$ cat config.mk
export PLATFORM = sky130hd
export DESIGN_NAME = la_trace_decoder
export DESIGN_NICKNAME = d
export VERILOG_FILES = /design/src/rtl/la_trace_decoder.sv
export SDC_FILE = /design/constraint.sdc
export NUM_CORES = 1
export LEC_CHECK = 0
export CORE_AREA = 2 2 129 131
export CTS_CLUSTER_DIAMETER = 120
export DETAILED_ROUTE_END_ITERATION = 10
export DIE_AREA = 0 0 131 133
export PLACE_DENSITY = 0.53
export SETUP_SLACK_MARGIN = 0.3
export SYNTH_ARGS = -nofsm -noshare
export SYNTH_HDL_FRONTEND = slang
export SYNTH_SLANG_ARGS = --single-unit
$ cat constraint.sdc
create_clock -name axis_clk -period 3.3 [get_ports axis_clk]
set_input_delay 0.33 -clock axis_clk [delete_from_list [all_inputs] [get_ports axis_clk]]
set_output_delay 0.33 -clock axis_clk [all_outputs]
set_load 0.1 [all_outputs]
$ cat src/rtl/la_trace_decoder.sv
// Receive-side RLE expander for logic-analyzer trace packets {rc, sig}.
// Rebuilds the per-cycle sample stream and keeps host-visible counters.
//
// state  | meaning
// IDLE   | no packet in flight; s_tready follows dec_enable
// EXPAND | replaying the captured sample until remain reaches its final count
module la_trace_decoder #(
  parameter int pSIG_WIDTH = 24,
  parameter int pRC_WIDTH  = 8,
  parameter int pCNT_WIDTH = 32
) (
  input  logic                            axis_clk,
  input  logic                            axis_rst,
  input  logic                            dec_enable,
  input  logic                            cnt_clr,
  input  logic [pRC_WIDTH+pSIG_WIDTH-1:0] s_tdata,
  input  logic                            s_tvalid,
  input  logic                            s_tlast,
  output logic                            s_tready,
  output logic [pSIG_WIDTH-1:0]           smp_data,
  output logic                            smp_valid,
  output logic                            smp_unknown,
  output logic                            smp_last,
  input  logic                            smp_ready,
  output logic [pCNT_WIDTH-1:0]           sample_count,
  output logic [15:0]                     pkt_count,
  output logic [15:0]                     null_count,
  output logic                            err_zero_rc
);

  typedef enum logic {IDLE = 1'b0, EXPAND = 1'b1} state_t;

  state_t                 state, state_nxt;
  logic [pRC_WIDTH-1:0]   remain;
  logic                   last_q;
  logic [pRC_WIDTH-1:0]   rc;
  logic                   is_null;
  logic                   zero_rc;
  logic                   final_smp;
  logic                   smp_hs;
  logic                   accept;

  assign rc        = s_tdata[pRC_WIDTH+pSIG_WIDTH-1 -: pRC_WIDTH];
  assign is_null   = (s_tdata == '0);
  assign zero_rc   = (rc == '0);
  assign final_smp = (remain == pRC_WIDTH'(1));
  assign smp_valid = (state == EXPAND);
  assign smp_hs    = smp_valid & smp_ready;

  // Ready bypasses from smp_ready so the next packet loads on the final handshake.
  assign s_tready  = dec_enable & ~axis_rst & ((state == IDLE) | (smp_hs & final_smp));
  assign accept    = s_tvalid & s_tready;
  assign smp_last  = last_q & final_smp;

  always_ff @(posedge axis_clk) begin
    if (axis_rst) state <= IDLE;
    else          state <= state_nxt;
  end

  always_comb begin
    state_nxt = state;
    case (state)
      IDLE:    if (accept) state_nxt = EXPAND;
      EXPAND:  if (smp_hs && final_smp && !accept) state_nxt = IDLE;
      default: state_nxt = IDLE;
    endcase
  end

  // Null and zero-rc packets both expand to exactly one sample.
  always_ff @(posedge axis_clk) begin
    if (axis_rst) begin
      remain      <= '0;
      smp_data    <= '0;
      smp_unknown <= 1'b0;
      last_q      <= 1'b0;
    end else if (accept) begin
      remain      <= zero_rc ? pRC_WIDTH'(1) : rc;
      smp_data    <= s_tdata[pSIG_WIDTH-1:0];
      smp_unknown <= is_null;
      last_q      <= s_tlast;
    end else if (smp_hs) begin
      remain      <= remain - pRC_WIDTH'(1);
    end
  end

  always_ff @(posedge axis_clk) begin
    if (axis_rst || cnt_clr) begin
      sample_count <= '0;
      pkt_count    <= '0;
      null_count   <= '0;
      err_zero_rc  <= 1'b0;
    end else begin
      if (smp_hs && !(&sample_count))
        sample_count <= sample_count + pCNT_WIDTH'(1);
      if (accept && !is_null)
        pkt_count <= pkt_count + 16'd1;
      if (accept && is_null && !(&null_count))
        null_count <= null_count + 16'd1;
      if (accept && !is_null && zero_rc)
        err_zero_rc <= 1'b1;
    end
  end

endmodule

==> impl_metrics.json <==
{
  "yosysWarningCount": 0,
  "worstHoldStart": "smp_data[15]",
  "report.final.slew_viol_count": 0,
  "worst_slew_pin_slew_ns": 1.116,
  "cp-end-kind": "primary output",
  "ios": 132,
  "status": "finished clean",
  "synth_area_sq_um": 4736,
  "ctsResizeCount": 0,
  "start_util": 0.2928,
  "fill_cells": 1603,
  "syn_nets": 619,
  "grt_max_degree": 54,
  "clkTransAtPathRegs_ns": 0.07,
  "async_reset_ff_frac": 0,
  "vias": 4781,
  "hold_end": "smp_data[15]",
  "critPathKind": "reg -> out",
  "reg2reg_to": "null_count[11]",
  "first_pass_iters": 5,
  "synth_seq_cells": 100,
  "ff2ff_setup_slack_ns": 0.71,
  "core_area_sq_um": 16170,
  "ys.flop_type": "dfxtp_1",
  "synth_edf_count": 0,
  "area_growth_pct": 38.34,
  "multi_input_area_sq_um": 2615,
  "startpoint": "remain[2]",
  "first_global_vias": 4543,
  "yosysSeqAreaShare": 0.4227,
  "cp.arrival_ns": 2.33,
  "hold_viol": 0,
  "timing.final.crit_share": 0.8065,
  "avgSynthCellArea_sq_um": 8.236,
  "cp-start-kind": "flip-flop",
  "cap_violations": 0,
  "synth.area.top_cells": "dfxtp_1 42%, nand2_1 7.9%, a21oi_1 6.4%",
  "critPathTopFamily": "simple AND/OR/NAND/NOR gates",
  "reg2regPathDepth": 6,
  "root_buffer": "clkbuf_16",
  "post-route-drc-count": 0,
  "track_usage": 0.1617,
  "post_cts_buffers": 0,
  "antennaDiodeCount": 0,
  "holdPathStages": 2,
  "cp.required_ns": 2.97,
  "die_w_um": 131,
  "clk_path_buf_depth": 2,
  "cp_max_fo": 5,
  "avgRoutedWirePerCell_um": 15.18,
  "max_freq_mhz": 375.8,
  "cts_tree": "yes",
  "crit_buf_inv": 1,
  "slowest_stage": "or4_4",
  "gp_congestion": 0.7583,
  "fin_nets": 741,
  "antenna_left": 0,
  "hpwl_um": 10160,
  "p_per_area_nw_per_um2": 392.6,
  "rsz0062_at_grt": "no",
  "die-area_sq_um": 17420,
  "register_area_sq_um": 2002,
  "fin_skew_ns": 0.007588,
  "port_buffers": 131,
  "relSlewSlack": 0.2445,
  "drive_gt1_frac": 0.05706,
  "die_y_um": 133,
  "grt_pass1_wl_um": 22630,
  "routed_wl_um": 13980,
  "htree_levels": 3,
  "finalSetupViolCount": 0,
  "synth_top_area_share": 0.4227,
  "leakagePower_nw": 2.129,
  "holdWs_ns": 0.4529,
  "drt-initial-drc-count": 271,
  "cp_cell_sequence": "or4_4 > o41a_1 > nor2_2 > buf_4",
  "hp-class": "reg -> reg",
  "syn_inst": 575,
  "antenna_found_initial": 0,
  "clock-sinks": 100,
  "yosysTopAreaCell": "dfxtp_1",
  "finalCriticalPeriod_ns": 2.661,
  "rows": 47,
  "clock_latency_ns": 0.35,
  "synth.distinct_cells": 46,
  "synth_top_cells_by_count": "100 x dfxtp_1, 100 x nand2_1, 61 x a21oi_1, 37 x nor2_1, 34 x or3_1",
  "overflow": 0,
  "hold_buffers": 0,
  "fin_tns_setup_ns": 0,
  "worst_path_largest_cell_delay_ns": 0.60,
  "viasPerCell": 5.191,
  "rr_startpoint": "remain[2]",
  "ir_drop_v": 0.0002348,
  "cts_buffers": 9
}
==> flip-flops by register name (all words and copies together), names as in the netlist <==
signal / cells
sample_count: 32
smp_data: 24
null_count: 16
pkt_count: 16
remain: 8
err_zero_rc: 1
last_q: 1
smp_unknown: 1
smp_valid: 1
==> report_power, final <==
part	leakage [nW]	switching, mW	internal, mW	total, mW
sequential	0.808	0.0175	1.23	1.24
combinational	1.19	0.178	0.0954	0.274
clock	0.136	0.469	0.585	1.05
==> worst min-delay path, stage by stage (launching register included) <==
cell	delay [ns]
dfxtp_1	0.31
nand2_1	0.05
a21oi_1	0.05
==> metal layers <==
| metal | part of all wire | track usage | vias up |
|---|---|---|---|
| li1 | - | - | 2364 |
| met5 | 0 | 0 | - |
| met4 | 0.019 | 0.06856 | 0 |
| met1 | 0.44 | 0.1984 | 2242 |
| met3 | 0.090 | 0.05742 | 18 |
| met2 | 0.45 | 0.2547 | 157 |
==> layout by cell type (no fill, tap or decap), types with 9 or more instances in the layout <==
cell type,netlist,layout
nand4_1,24,24
clkdlybuf4s50_1,0,126
dfxtp_1,100,100
a211oi_1,10,10
nand2_1,100,100
o21ai_0,26,26
xnor2_1,18,18
and3_1,9,9
nor2_1,37,35
nand3_1,12,12
clkbuf_16,0,9
a21oi_1,61,61
or3_1,34,34
nor4_1,17,17
and4_1,16,16
buf_4,0,12
==> final cells by class <==
cell class	count	area share
Clock buffer	11	0.03552
Sequential cell	100	0.3056
Multi-Input combinational cell	442	0.3992
Inverter	5	0.002865
Timing Repair Buffer	139	0.2070
Clock inverter	4	0.007830
Tap cell	220	0.04202
==> metrics by stage <==
stage          cell area (sq um)    util  total power, mW  setup slack [ns]  cells
3_3_place_gp                6267  0.3875            1.544            0.4622    906
3_5_place_dp                6267  0.3875            1.546            0.4042    906
6_report                    6551  0.4051            2.572            0.6387    921
5_1_grt                     6551  0.4051            2.676            0.5061    921
4_1_cts                     6551  0.4051            2.603            0.5995    921
2_1_floorplan               4743       -            1.445            0.4943    575
==> cells by family (layout without fill, tap and decap cells) <==
group           after synthesis  in the layout  share of synthesized area
compound gates              135            135                     0.1834
xor+xnor                     21             21                    0.03884
fa+ha+maj                     5              5                    0.01321
buf+inv                      33            159                    0.02721
flops                       100            100                     0.4227
mux                           7              7                    0.01480
simple gates                274            274                     0.2999
==> worst max-delay path by stage <==
| stage | to | slack (ns) | cells past startpoint |
|---|---|---|---|
| floorplan | sample_count[12] | 0.49 | 6 |
| global placement | null_count[15] | 0.46 | 7 |
| detailed placement | null_count[11] | 0.40 | 7 |
| CTS | s_tready | 0.60 | 4 |
| global route | null_count[15] | 0.51 | 7 |
| finish | s_tready | 0.64 | 4 |
No activity file was read; power rests on OpenSTA's default activity.
